### src/rtl/ct_vfalu_pkg.sv
// Shared constants and helpers for the VFALU result-collection pipe.
package ct_vfalu_pkg;

    // Exception flag bit positions inside an EREG word.
    localparam int EREG_NV = 4;
    localparam int EREG_DZ = 3;
    localparam int EREG_OF = 2;
    localparam int EREG_UF = 1;
    localparam int EREG_NX = 0;

    localparam int NUM_UNIT_MIN = 2;
    localparam int NUM_UNIT_MAX = 8;
    localparam int LAT_MIN      = 2;
    localparam int LAT_MAX      = 6;

    // Selects are at most NUM_UNIT_MAX bits wide; callers zero-extend to 8.
    function automatic logic onehot_chk(input logic [7:0] v);
        return (v != 8'h00) && ((v & (v - 8'h01)) == 8'h00);
    endfunction

endpackage

### src/rtl/ct_vfalu_wb_pipe_gen_if.sv
// Bundle between the functional units / issue logic and the writeback pipe.
interface ct_vfalu_wb_pipe_gen_if #(
    parameter int DATA_W   = 64,
    parameter int EREG_W   = 5,
    parameter int NUM_UNIT = 3,
    parameter int TAG_W    = 7
) ();

    logic                         ex1_vld;
    logic [NUM_UNIT-1:0]          ex1_sel;
    logic [TAG_W-1:0]             ex1_tag;
    logic                         flush;
    logic [NUM_UNIT*DATA_W-1:0]   unit_mfvr_data;
    logic [NUM_UNIT-1:0]          unit_r_vld;
    logic [NUM_UNIT*DATA_W-1:0]   unit_result;
    logic [NUM_UNIT-1:0]          unit_ereg_vld;
    logic [NUM_UNIT*EREG_W-1:0]   unit_ereg;
    logic                         fflags_clr;

    logic [DATA_W-1:0]            ex1_mfvr_data;
    logic                         wb_vld;
    logic [TAG_W-1:0]             wb_tag;
    logic [DATA_W-1:0]            wb_data;
    logic [EREG_W-1:0]            wb_ereg;
    logic [EREG_W-1:0]            fflags;
    logic                         proto_err;

    modport master (
        output ex1_vld, ex1_sel, ex1_tag, flush, unit_mfvr_data, unit_r_vld,
               unit_result, unit_ereg_vld, unit_ereg, fflags_clr,
        input  ex1_mfvr_data, wb_vld, wb_tag, wb_data, wb_ereg, fflags, proto_err
    );

    modport slave (
        input  ex1_vld, ex1_sel, ex1_tag, flush, unit_mfvr_data, unit_r_vld,
               unit_result, unit_ereg_vld, unit_ereg, fflags_clr,
        output ex1_mfvr_data, wb_vld, wb_tag, wb_data, wb_ereg, fflags, proto_err
    );

endinterface

### src/rtl/ct_vfalu_onehot_mux.sv
// AND-OR selector: ORs every W-bit lane whose select bit is set (0 when no select).
module ct_vfalu_onehot_mux #(
    parameter int W = 64,
    parameter int N = 3
) (
    input  logic [N-1:0]   i_sel,
    input  logic [N*W-1:0] i_data,
    output logic [W-1:0]   o_data
);

    always_comb begin
        o_data = '0;
        for (int i = 0; i < N; i++) begin
            o_data = o_data | (i_data[i*W +: W] & {W{i_sel[i]}});
        end
    end

endmodule

### src/rtl/ct_vfalu_wb_pipe_gen.sv
// VFALU result-collection pipe: tracks issued ops to EX<LAT>, picks the owning unit's
// result and flags there, registers writeback and keeps sticky flags / protocol error.
module ct_vfalu_wb_pipe_gen
    import ct_vfalu_pkg::*;
#(
    parameter int DATA_W   = 64,
    parameter int EREG_W   = 5,
    parameter int NUM_UNIT = 3,
    parameter int LAT      = 3,
    parameter int TAG_W    = 7
) (
    input  logic                  forever_cpuclk,
    input  logic                  cpurst_b,
    ct_vfalu_wb_pipe_gen_if.slave bus
);

    // Index 0 is EX2, index DEPTH-1 is the result stage EX<LAT>.
    localparam int DEPTH = LAT - 1;

    if (NUM_UNIT < NUM_UNIT_MIN || NUM_UNIT > NUM_UNIT_MAX) begin : g_bad_num_unit
        $error("ct_vfalu_wb_pipe_gen: NUM_UNIT out of range");
    end
    if (LAT < LAT_MIN || LAT > LAT_MAX) begin : g_bad_lat
        $error("ct_vfalu_wb_pipe_gen: LAT out of range");
    end

    logic [DEPTH-1:0]    r_trk_vld;
    logic [NUM_UNIT-1:0] r_trk_sel [DEPTH];
    logic [TAG_W-1:0]    r_trk_tag [DEPTH];

    logic                r_wb_vld;
    logic [TAG_W-1:0]    r_wb_tag;
    logic [DATA_W-1:0]   r_wb_data;
    logic [EREG_W-1:0]   r_wb_ereg;
    logic [EREG_W-1:0]   r_fflags;
    logic                r_proto_err;

    logic                w_res_vld;
    logic [NUM_UNIT-1:0] w_res_sel;
    logic [NUM_UNIT-1:0] w_ereg_sel;
    logic [DATA_W-1:0]   w_res_data;
    logic [EREG_W-1:0]   w_res_ereg;
    logic [DATA_W-1:0]   w_mfvr_data;
    logic                w_rvld_bad;
    logic                w_sel_bad;

    assign w_res_vld  = r_trk_vld[DEPTH-1];
    assign w_res_sel  = w_res_vld ? r_trk_sel[DEPTH-1] : '0;
    assign w_ereg_sel = w_res_sel & bus.unit_ereg_vld;
    assign w_rvld_bad = (bus.unit_r_vld != w_res_sel);
    assign w_sel_bad  = bus.ex1_vld & ~onehot_chk(8'(bus.ex1_sel));

    ct_vfalu_onehot_mux #(.W(DATA_W), .N(NUM_UNIT)) u_mux_mfvr (
        .i_sel  (bus.ex1_sel),
        .i_data (bus.unit_mfvr_data),
        .o_data (w_mfvr_data)
    );

    ct_vfalu_onehot_mux #(.W(DATA_W), .N(NUM_UNIT)) u_mux_result (
        .i_sel  (w_res_sel),
        .i_data (bus.unit_result),
        .o_data (w_res_data)
    );

    // Flags from a unit that does not flag them valid are dropped to zero.
    ct_vfalu_onehot_mux #(.W(EREG_W), .N(NUM_UNIT)) u_mux_ereg (
        .i_sel  (w_ereg_sel),
        .i_data (bus.unit_ereg),
        .o_data (w_res_ereg)
    );

    // A flush also drops the op sitting in EX1 this cycle.
    always_ff @(posedge forever_cpuclk) begin
        if (!cpurst_b) begin
            r_trk_vld <= '0;
        end else begin
            r_trk_vld[0] <= bus.ex1_vld & ~bus.flush;
            for (int k = 1; k < DEPTH; k++) begin
                r_trk_vld[k] <= r_trk_vld[k-1] & ~bus.flush;
            end
        end
    end

    always_ff @(posedge forever_cpuclk) begin
        r_trk_sel[0] <= bus.ex1_sel;
        r_trk_tag[0] <= bus.ex1_tag;
        for (int k = 1; k < DEPTH; k++) begin
            r_trk_sel[k] <= r_trk_sel[k-1];
            r_trk_tag[k] <= r_trk_tag[k-1];
        end
    end

    always_ff @(posedge forever_cpuclk) begin
        if (!cpurst_b) begin
            r_wb_vld    <= 1'b0;
            r_wb_tag    <= '0;
            r_wb_data   <= '0;
            r_wb_ereg   <= '0;
            r_fflags    <= '0;
            r_proto_err <= 1'b0;
        end else begin
            r_wb_vld <= w_res_vld;
            if (w_res_vld) begin
                r_wb_tag  <= r_trk_tag[DEPTH-1];
                r_wb_data <= w_res_data;
                r_wb_ereg <= w_res_ereg;
            end
            // Clear wins over the old value but not over flags landing this cycle.
            r_fflags <= (bus.fflags_clr ? '0 : r_fflags) | w_res_ereg;
            if (w_rvld_bad || w_sel_bad) begin
                r_proto_err <= 1'b1;
            end
        end
    end

    assign bus.ex1_mfvr_data = w_mfvr_data;
    assign bus.wb_vld        = r_wb_vld;
    assign bus.wb_tag        = r_wb_tag;
    assign bus.wb_data       = r_wb_data;
    assign bus.wb_ereg       = r_wb_ereg;
    assign bus.fflags        = r_fflags;
    assign bus.proto_err     = r_proto_err;

endmodule

### src/flat_wrapper.sv
// flat-port wrapper written by rule: the top's interface ports become plain ports
module ct_vfalu_wb_pipe_gen_flat import ct_vfalu_pkg::*;
#(
    parameter int DATA_W   = 64,
    parameter int EREG_W   = 5,
    parameter int NUM_UNIT = 3,
    parameter int LAT      = 3,
    parameter int TAG_W    = 7
)
  (forever_cpuclk, cpurst_b, bus_ex1_vld, bus_ex1_sel, bus_ex1_tag, bus_flush, bus_unit_mfvr_data, bus_unit_r_vld, bus_unit_result, bus_unit_ereg_vld, bus_unit_ereg, bus_fflags_clr, bus_ex1_mfvr_data, bus_wb_vld, bus_wb_tag, bus_wb_data, bus_wb_ereg, bus_fflags, bus_proto_err);
  ct_vfalu_wb_pipe_gen_if #(.DATA_W(DATA_W), .EREG_W(EREG_W), .NUM_UNIT(NUM_UNIT), .TAG_W(TAG_W)) bus_i ();
  input  logic forever_cpuclk;
  input  logic cpurst_b;
  input wire logic [$bits(bus_i.ex1_vld)-1:0] bus_ex1_vld;
  input wire logic [$bits(bus_i.ex1_sel)-1:0] bus_ex1_sel;
  input wire logic [$bits(bus_i.ex1_tag)-1:0] bus_ex1_tag;
  input wire logic [$bits(bus_i.flush)-1:0] bus_flush;
  input wire logic [$bits(bus_i.unit_mfvr_data)-1:0] bus_unit_mfvr_data;
  input wire logic [$bits(bus_i.unit_r_vld)-1:0] bus_unit_r_vld;
  input wire logic [$bits(bus_i.unit_result)-1:0] bus_unit_result;
  input wire logic [$bits(bus_i.unit_ereg_vld)-1:0] bus_unit_ereg_vld;
  input wire logic [$bits(bus_i.unit_ereg)-1:0] bus_unit_ereg;
  input wire logic [$bits(bus_i.fflags_clr)-1:0] bus_fflags_clr;
  output wire logic [$bits(bus_i.ex1_mfvr_data)-1:0] bus_ex1_mfvr_data;
  output wire logic [$bits(bus_i.wb_vld)-1:0] bus_wb_vld;
  output wire logic [$bits(bus_i.wb_tag)-1:0] bus_wb_tag;
  output wire logic [$bits(bus_i.wb_data)-1:0] bus_wb_data;
  output wire logic [$bits(bus_i.wb_ereg)-1:0] bus_wb_ereg;
  output wire logic [$bits(bus_i.fflags)-1:0] bus_fflags;
  output wire logic [$bits(bus_i.proto_err)-1:0] bus_proto_err;
  assign bus_i.ex1_vld = bus_ex1_vld;
  assign bus_i.ex1_sel = bus_ex1_sel;
  assign bus_i.ex1_tag = bus_ex1_tag;
  assign bus_i.flush = bus_flush;
  assign bus_i.unit_mfvr_data = bus_unit_mfvr_data;
  assign bus_i.unit_r_vld = bus_unit_r_vld;
  assign bus_i.unit_result = bus_unit_result;
  assign bus_i.unit_ereg_vld = bus_unit_ereg_vld;
  assign bus_i.unit_ereg = bus_unit_ereg;
  assign bus_i.fflags_clr = bus_fflags_clr;
  assign bus_ex1_mfvr_data = bus_i.ex1_mfvr_data;
  assign bus_wb_vld = bus_i.wb_vld;
  assign bus_wb_tag = bus_i.wb_tag;
  assign bus_wb_data = bus_i.wb_data;
  assign bus_wb_ereg = bus_i.wb_ereg;
  assign bus_fflags = bus_i.fflags;
  assign bus_proto_err = bus_i.proto_err;
  ct_vfalu_wb_pipe_gen #(.DATA_W(DATA_W), .EREG_W(EREG_W), .NUM_UNIT(NUM_UNIT), .LAT(LAT), .TAG_W(TAG_W)) u_core (.forever_cpuclk(forever_cpuclk), .cpurst_b(cpurst_b), .bus(bus_i));
endmodule
### config.mk
export PLATFORM = sky130hd
export DESIGN_NAME = ct_vfalu_wb_pipe_gen_flat
export DESIGN_NICKNAME = d
export VERILOG_FILES = /design/src/rtl/ct_vfalu_pkg.sv /design/src/rtl/ct_vfalu_wb_pipe_gen_if.sv /design/src/rtl/ct_vfalu_onehot_mux.sv /design/src/rtl/ct_vfalu_wb_pipe_gen.sv /design/src/flat_wrapper.sv
export SDC_FILE = /design/constraint.sdc
export NUM_CORES = 1
export LEC_CHECK = 0
export ABC_CLOCK_PERIOD_IN_PS = 1900
export BUFFER_PORTS_ARGS = -buffer_cell sky130_fd_sc_hd__buf_2
export CORE_AREA = 4 4 218 220
export CTS_BUF_LIST = sky130_fd_sc_hd__clkbuf_8
export CTS_CLUSTER_DIAMETER = 50
export CTS_CLUSTER_SIZE = 12
export DETAILED_ROUTE_END_ITERATION = 8
export DIE_AREA = 0 0 222 224
export HOLD_SLACK_MARGIN = 0.06
export PLACE_DENSITY = 0.45
export SYNTH_ARGS = -nofsm -noshare
export SYNTH_HDL_FRONTEND = slang
export SYNTH_HIERARCHICAL = 1
export SYNTH_SLANG_ARGS = --single-unit
### constraint.sdc
create_clock -name forever_cpuclk -period 1.9 [get_ports forever_cpuclk]
set_input_delay 0.095 -clock forever_cpuclk [delete_from_list [all_inputs] [get_ports forever_cpuclk]]
set_output_delay 0.095 -clock forever_cpuclk [all_outputs]
set_load 0.005 [all_outputs]
==> results of run 1 <==
per-layer routing:
layer | vias to the layer above | track usage
li1 | 3793 | -
met1 | 3813 | 0.148
met2 | 570 | 0.277
met3 | 106 | 0.0431
met4 | 8 | 0.0682
met5 | - | 0
registers in the layout (all words and copies together), names as in the netlist:
signal	count
u_core/bus.fflags	5
u_core/bus.wb_data	64
u_core/r_trk_vld	2
u_core/bus.wb_vld	1
u_core/bus.proto_err	1
u_core/bus.wb_tag	7
u_core/bus.wb_ereg	5
u_core/r_trk_sel	6
u_core/r_trk_tag	14
worst register-to-register path: stages (launching register included):
cell	delay, ps
dfxtp_1	350
and2_2	290
buf_12	200
a222oi_1	560
inv_1	80
mux2i_1	160
nor2_1	50
layout by cell type, fill, tap and decap left out:
cell | netlist | final
nor3b_1 | 2 | 2
and3_1 | 3 | 3
mux2i_1 | 76 | 76
buf_12 | 7 | 7
clkbuf_8 | 0 | 9
buf_4 | 0 | 8
xnor2_1 | 1 | 1
nand2_1 | 1 | 1
o21ba_2 | 1 | 1
nor2_1 | 81 | 81
inv_8 | 0 | 2
o21ai_1 | 0 | 1
clkinvlp_4 | 0 | 1
clkinv_4 | 0 | 1
a21boi_0 | 1 | 1
and2_1 | 4 | 1
o32ai_1 | 1 | 1
a21oi_1 | 5 | 5
or3b_1 | 1 | 1
a41oi_1 | 1 | 1
o211ai_1 | 1 | 1
diode_2 | 0 | 12
inv_2 | 0 | 1
dfxtp_4 | 0 | 1
dfxtp_1 | 105 | 104
inv_6 | 0 | 2
a222oi_1 | 133 | 133
and2_2 | 0 | 3
nor3_1 | 1 | 1
buf_2 | 17 | 566
inv_1 | 135 | 134
clkinv_8 | 0 | 1
dlygate4sd3_1 | 0 | 206
nor2b_1 | 3 | 3
what timing repair did:
action,CTS,global route
hold endpoints to repair,84,0
gates resized for setup,0,4
hold buffers,207,0
setup endpoints to repair,0,1
cell type report:
type	instances	area [um2]	share of cell area
sequential	105	2110	0.187
antenna	12	30.0	0.00267
inverter	135	507	0.0450
multi-input combinational	317	2580	0.229
clock buffer	9	124	0.0110
tap	600	751	0.0667
timing repair buffer	787	5090	0.452
clock inverter	7	72.6	0.00644
metrics by stage:
step / area, um2 / cells / total power [mW] / utilization
global placement: 8960 / 1738 / 3.30 / 0.198
floorplan: 5760 / 617 / 2.65 / -
global route: 11300 / 1971 / 5.33 / 0.249
detailed placement: 8960 / 1738 / 3.31 / 0.198
CTS: 11200 / 1961 / 5.14 / 0.248
finish: 11300 / 1972 / 5.04 / 0.249
logic make-up (layout without fill, tap and decap cells):
logic type / Yosys count / after routing / synth area share
AOI/OAI and AO/OA: 144 / 144 / 0.244
DFF: 105 / 105 / 0.365
other: 0 / 12 / 0
xor gates and xnor gates: 1 / 1 / 0.00152
buffers and inverters: 195 / 938 / 0.188
and+or+nand+nor: 96 / 96 / 0.0693
muxes: 76 / 76 / 0.132
power by group through the flow:
stage | Clock, mW | Sequential (mW) | Combinational (mW)
6_report | 1.43 | 2.24 | 1.37
5_1_grt | 1.60 | 2.24 | 1.48
4_1_cts | 1.54 | 2.24 | 1.36
3_5_place_dp | 0 | 2.29 | 1.02
3_3_place_gp | 0 | 2.29 | 1.01
2_1_floorplan | 0 | 2.29 | 0.358
worst min path at each step:
stage	slack (ps)	end	cells after the start	startpoint
after floorplan	120	u_core/r_trk_sel[0][0]$_DFF_P_	0	bus_ex1_sel[0]
after global placement	200	u_core/r_trk_tag[0][5]$_DFF_P_	1	bus_ex1_tag[5]
after detailed placement	200	u_core/r_trk_tag[0][4]$_DFF_P_	1	bus_ex1_tag[4]
after CTS	60	u_core/bus.wb_data[47]$_SDFFE_PN0P_	5	bus_unit_result[47]
after global routing	120	u_core/bus.wb_data[25]$_SDFFE_PN0P_	5	bus_unit_result[89]
final	100	u_core/bus.proto_err$_SDFFE_PN0P_	3	bus_ex1_vld
==> metrics.yaml, run 1 <==
status: "finished, final reports clean"
htreeDepth: 3
critical_path_buf_inv_count: 5
worstPathCellList: "dlygate4sd3_1 -> buf_2 -> buf_4 -> a222oi_1 -> inv_1 -> buf_2"
swShare: 0.294
timing.rr.end: "u_core/bus.wb_data[27]$_SDFFE_PN0P_"
track_usage: 0.146
ioPinCount: 567
worst_pin_slew_ps: 501
grt_pass1_wl_um: 54900
highest_layer: "met5"
drt_wl_total_um: 39100
async_flop_share: 0
cp-endpoint: "bus_ex1_mfvr_data[8]"
antenna_left: 0
path_depth: 6
die-area_mm2: 0.0497
setup_viol: 0
leakage_nw: 5.82
ys_ff_latch: 105
netlist.area_leader.share: 0.365
ff2ff_setup_slack_ps: 80
required_ps: 1800
slew_viol_final: 0
area_growth_syn_to_layout_pct: 95.5
ys_types: 24
crit_fanout: 35
hold_class: "input pin to flop"
p_int_mw: 3.56
crit_arrival_ps: 1770
finalCritPeriodShare: 0.982
wl_met2_um: 20400
gp_congestion: 0.986
core_mm2: 0.0453
syn_area_per_cell_um2: 9.33
vias: 8290
tns_ps: 0
grt_max_degree: 66
yosysTopAreaCell: "dfxtp_1"
clock.fmax_mhz: 536
clockRootBuffer: "clkbuf_8"
wl_met3_um: 3340
layout-drive-gt1-share: 0.443
yosysSeqAreaShare: 0.365
antenna_found_initial: 37
hold_slack_ps: 99.0
fp.dieW_um: 222
maxSlewHeadroom: 0.666
clock_sinks: 105
fillers: 4923
synth.cell_area_mm2: 0.00576
r2r.worst_path.cells: 6
crit_family: "buffers and inverters"
critPathLaunchType: "input pin"
nNetsFinal: 1775
row_count: 78
preCtsSetupSlack_ps: 159
syn_nets: 1037
routed_via_density: 4.20
drv_cap: 0
drc: 0
synth_top_flop_cell: "dfxtp_1"
slowest_delay_ps: 530
cts_tree: "built"
slowest_stage: "dlygate4sd3_1"
grt_remaining_overflow: 0
drt_iter0_drc: 876
firstDrtPassIters: 7
drt-wirelength-per-cell_um: 19.8
combPwrFrac: 0.272
rsz0062_at_grt: "true"
cts_buffers: 9
die_h_um: 224
clockBufferDepth: 2
hold_viol_final: 0
synth_edf_count: 0
dp_hpwl_um: 30500
path_class: "input pin to output pin"
portBuffers: 566
clock_latency_ps: 410
synthCells: 617
end_kind: "output pin"
synth_common_cells: "inv_1, a222oi_1, dfxtp_1"
synth_warnings: 6
grt_pass1_vias: 8463
finalClockSkew_ps: 22.9
cp_common_cell: "buf_2"
power_frac_seq: 0.444
period_minus_slack_ps: 1870
start_util: 0.127
cts_setup_buffers: 0
worst_slack_ps: 34.7
ys_top_cells_by_area: "dfxtp_1, a222oi_1, mux2i_1"
wl_met1_um: 13500
synth_most_common_cell: "inv_1"
clk_pin_slew_ps: 120
power.share.clock: 0.284
switching_power_mw: 1.48
cellPowerDensity_mw_per_mm2: 448
critPathLaunch: "bus_ex1_sel[0]"
r2r-start: "u_core/r_trk_sel[0][4]$_DFF_P_"
peakVddDrop_uv: 295
No activity file was read; power rests on OpenSTA's default activity.
==> run 2: changes to the inputs <==
--- a/config.mk
+++ b/config.mk
@@ -5,16 +5,17 @@
 export SDC_FILE = /design/constraint.sdc
 export NUM_CORES = 1
 export LEC_CHECK = 0
+export ABC_AREA = 1
 export ABC_CLOCK_PERIOD_IN_PS = 1900
 export BUFFER_PORTS_ARGS = -buffer_cell sky130_fd_sc_hd__buf_2
-export CORE_AREA = 4 4 218 220
+export CORE_AREA = 4 4 220 222
 export CTS_BUF_LIST = sky130_fd_sc_hd__clkbuf_8
 export CTS_CLUSTER_DIAMETER = 50
 export CTS_CLUSTER_SIZE = 12
 export DETAILED_ROUTE_END_ITERATION = 8
-export DIE_AREA = 0 0 222 224
+export DIE_AREA = 0 0 224 226
 export HOLD_SLACK_MARGIN = 0.06
-export PLACE_DENSITY = 0.45
+export PLACE_DENSITY = 0.46
 export SYNTH_ARGS = -nofsm -noshare
 export SYNTH_HDL_FRONTEND = slang
 export SYNTH_HIERARCHICAL = 1
==> run 2 against run 1 <==
Effect of this change: synthesized cell count increased by 60%; register-to-register slack better by 50 ps; total power rose by 4.2%; critical path type is now flop to flop; highest routed layer unchanged; combinational power rose by 11%; non-clock buffer count grew 13; first-iteration DRC count down 49%; design area increased by 8.9%; critical path depth up 2.
==> metrics.yaml, run 2 <==
r2r-start: "u_core/r_trk_vld[1]$_SDFF_PN0_"
fin_util: 0.265  # +0.0159
firstDrtPassIters: 5  # -2
area_growth_syn_to_layout_pct: 84.6
drc: 0  # unchanged
power_mw: 5.25  # +4.2%
holdPathEnd: "u_core/bus.wb_data[31]$_SDFFE_PN0P_"
slowest_stage: "dlygate4sd3_1"
clock.fmax_mhz: 566  # +5.6%
grt_pass1_vias: 10254  # +21%
yosysTopAreaCell: "dfxtp_1"
cts_tree: "built"
critical_path_buf_inv_count: 3  # -2
multi_input_area_mm2: 0.00385  # +49%
drt_wl_total_um: 44000  # +13%
finalClockSkew_ps: 15.3  # -7.59 ps
place_inst: 2113  # +22%
vias: 9557  # +15%
worst_slack_ps: 134  # +99.3 ps
clockBufferDepth: 2  # unchanged
hold_class: "input pin to flop"
worstPathCellList: "nand2_4 -> inv_4 -> buf_16 -> nand2_1 -> nand3_1 -> dlygate4sd3_1 -> nor2_1 -> nor2_1"
synth_top_flop_cell: "dfxtp_1"
critPathLaunchType: "flop"
synthCells: 985  # +60%
routed_via_density: 4.07  # -3.1%
start_util: 0.143  # +0.0161
cts_buffers: 9  # unchanged
ys_top_cells_by_area: "dfxtp_1, nand2_1, nand3_2"
largest_register_ffs: 64  # unchanged
cellPowerDensity_mw_per_mm2: 428  # -4.4%
combPwrFrac: 0.289  # +0.017
worst_pin_slew_ps: 688  # +187 ps
leakage_nw: 6.86  # +18%
ff2ff_setup_slack_ps: 130  # +50 ps
yosysSeqAreaShare: 0.316  # -0.0486
holdPathStages: 5  # +2
ys_types: 17  # -29%
ys_ff_latch: 105  # unchanged
hp-start: "bus_unit_result[95]"
fp.dieW_um: 224  # +0.90%
crit_arrival_ps: 2080  # +310 ps
drt_iter0_drc: 450  # -49%
die-area_mm2: 0.0506  # +1.8%
power_frac_seq: 0.436  # -0.008
clk_pin_slew_ps: 110  # about the same
status: "finished, final reports clean"
clock_latency_ps: 420  # about the same
finalCritPeriodShare: 0.929  # -0.0523
period_minus_slack_ps: 1770  # -99.3 ps
hold_viol_final: 0  # unchanged
grt_pass1_wl_um: 61200  # +11%
synth_warnings: 6  # unchanged
antenna_found_initial: 16  # -57%
core_mm2: 0.0464  # +2.4%
switching_power_mw: 1.65  # +12%
dp_hpwl_um: 33200  # +8.8%
layout-drive-gt1-share: 0.424  # -0.0198
path_class: "flop to flop"
gp_congestion: 0.965  # -2.1%
async_flop_share: 0  # unchanged
area.sequential_mm2: 0.00211  # unchanged
crit_family: "buffers and inverters"
synth_common_cells: "nand2_1, nor2_1, nand3_2"
fillers: 5172  # +5.1%
peakVddDrop_uv: 284  # -3.6%
track_usage: 0.160  # +0.0132
nNetsFinal: 2150  # +21%
layoutNonFillerInstCount: 2346  # +19%
die_h_um: 226  # +0.89%
row_count: 79  # +1.3%
p_int_mw: 3.60  # +1.0%
timing.rr.end: "u_core/bus.wb_data[61]$_SDFFE_PN0P_"
power.share.clock: 0.275  # -0.009
grt_max_degree: 81  # +23%
netlist.area_leader.share: 0.316  # -0.0486
final_cell_mix: "buf_2, nand2_1, dlygate4sd3_1, nor2_1, nand3_2"
clock_sinks: 105  # unchanged
synth_edf_count: 0  # unchanged
end_kind: "flop"
final_common_cell: "buf_2"
antenna_left: 0  # unchanged
drv_cap: 0  # unchanged
cp_common_cell: "nor2_1"
slowest_delay_ps: 550  # +20 ps
r2r.worst_path.cells: 8  # +2
tns_ps: 0  # unchanged
required_ps: 2220  # +420 ps
syn_area_per_cell_um2: 6.75  # -28%
synth_most_common_cell: "nand2_1"
portBuffers: 566  # unchanged
drt-wirelength-per-cell_um: 18.8  # -5.3%
maxSlewHeadroom: 0.541  # -0.125
slew_viol_final: 0  # unchanged
preCtsSetupSlack_ps: 388  # +230 ps
grt_remaining_overflow: 0  # unchanged
synth.cell_area_mm2: 0.00664  # +15%
ioPinCount: 567  # unchanged
htreeDepth: 3  # unchanged
crit_fanout: 16  # -54%
clockRootBuffer: "clkbuf_8"
syn_nets: 1405  # +35%
swShare: 0.315  # +0.0213
setup_viol: 0  # unchanged
[run 2: changes by cell type after synthesis, moves of 21 or more]
cell      change
a222oi_1    -133
buf_6        +21
inv_1       -116
mux2i_1      -76
nand2_1     +411
nand3_1      +26
nand3_2     +110
nor2_1       +70
o21ai_0      +75
[run 2: cells by family after synthesis]
kind of cell	count (synthesis)	share of synthesized area
and+or+nand+nor	707	0.512
DFF	105	0.316
AOI/OAI and AO/OA	87	0.0655
buffers and inverters	86	0.106
[run 2: worst max-delay path by stage]
stage                                               from                                  end  slack (ps)  cells past startpoint
after floorplan           u_core/r_trk_vld[1]$_SDFF_PN0_  u_core/bus.wb_data[56]$_SDFFE_PN0P_         670                      9
after global placement    u_core/r_trk_vld[1]$_SDFF_PN0_  u_core/bus.wb_data[23]$_SDFFE_PN0P_         430                      7
after detailed placement  u_core/r_trk_vld[1]$_SDFF_PN0_  u_core/bus.wb_data[31]$_SDFFE_PN0P_         390                      7
after CTS                 u_core/r_trk_vld[1]$_SDFF_PN0_      u_core/bus.fflags[0]$_SDFF_PN0_          20                      7
after global routing      u_core/r_trk_vld[1]$_SDFF_PN0_  u_core/bus.wb_data[55]$_SDFFE_PN0P_          -9                      8
final                     u_core/r_trk_vld[1]$_SDFF_PN0_  u_core/bus.wb_data[61]$_SDFFE_PN0P_         130                      8
[run 2: per-layer routing]
layer / routed length [um] / track usage
met3: 3320 / 0.0437
met5: 21 / 0
met4: 2710 / 0.0921
met1: 15400 / 0.160
met2: 22500 / 0.297
[run 2: worst reg2reg max path: stages (launching register included)]
cell and delay (ps):
dfxtp_4 410, nand2_4 100, inv_4 80, buf_16 170
nand2_1 80, nand3_1 60, dlygate4sd3_1 550, nor2_1 160
nor2_1 60
[run 2: what timing repair did]
action | 4_1_cts | 5_1_grt
hold buffers | 206 | 0
setup buffers | 0 | 3
endpoints found under the setup margin | 0 | 14
resized for setup | 0 | 7
hold endpoints to repair | 86 | 0
[run 2: stage by stage]
| step | instance area [um2] | hold slack (ps) |
|---|---|---|
| 3_3_place_gp | 9860 | 200 |
| 6_report | 12300 | 115 |
| 3_5_place_dp | 9860 | 199 |
| 4_1_cts | 12100 | 65.8 |
| 2_1_floorplan | 6640 | 123 |
| 5_1_grt | 12300 | 87.4 |
[run 2: area by class of cell]
cell class	instances	share of cell area
well taps	607	0.0619
clock inverters	7	0.00520
flip-flops and latches	105	0.172
repair buffers	800	0.430
diodes	4	0.000816
inverters	20	0.00653
multi-input cells	794	0.314
clock buffers	9	0.0101
[run 2: power by group through the flow]
stage / registers (mW) / logic, mW / clock network, mW
after CTS: 2.29 / 1.51 / 1.58
final: 2.29 / 1.52 / 1.44
after global placement: 2.34 / 1.19 / 0
after global routing: 2.30 / 1.66 / 1.64
after detailed placement: 2.34 / 1.19 / 0
after floorplan: 2.34 / 0.438 / 0
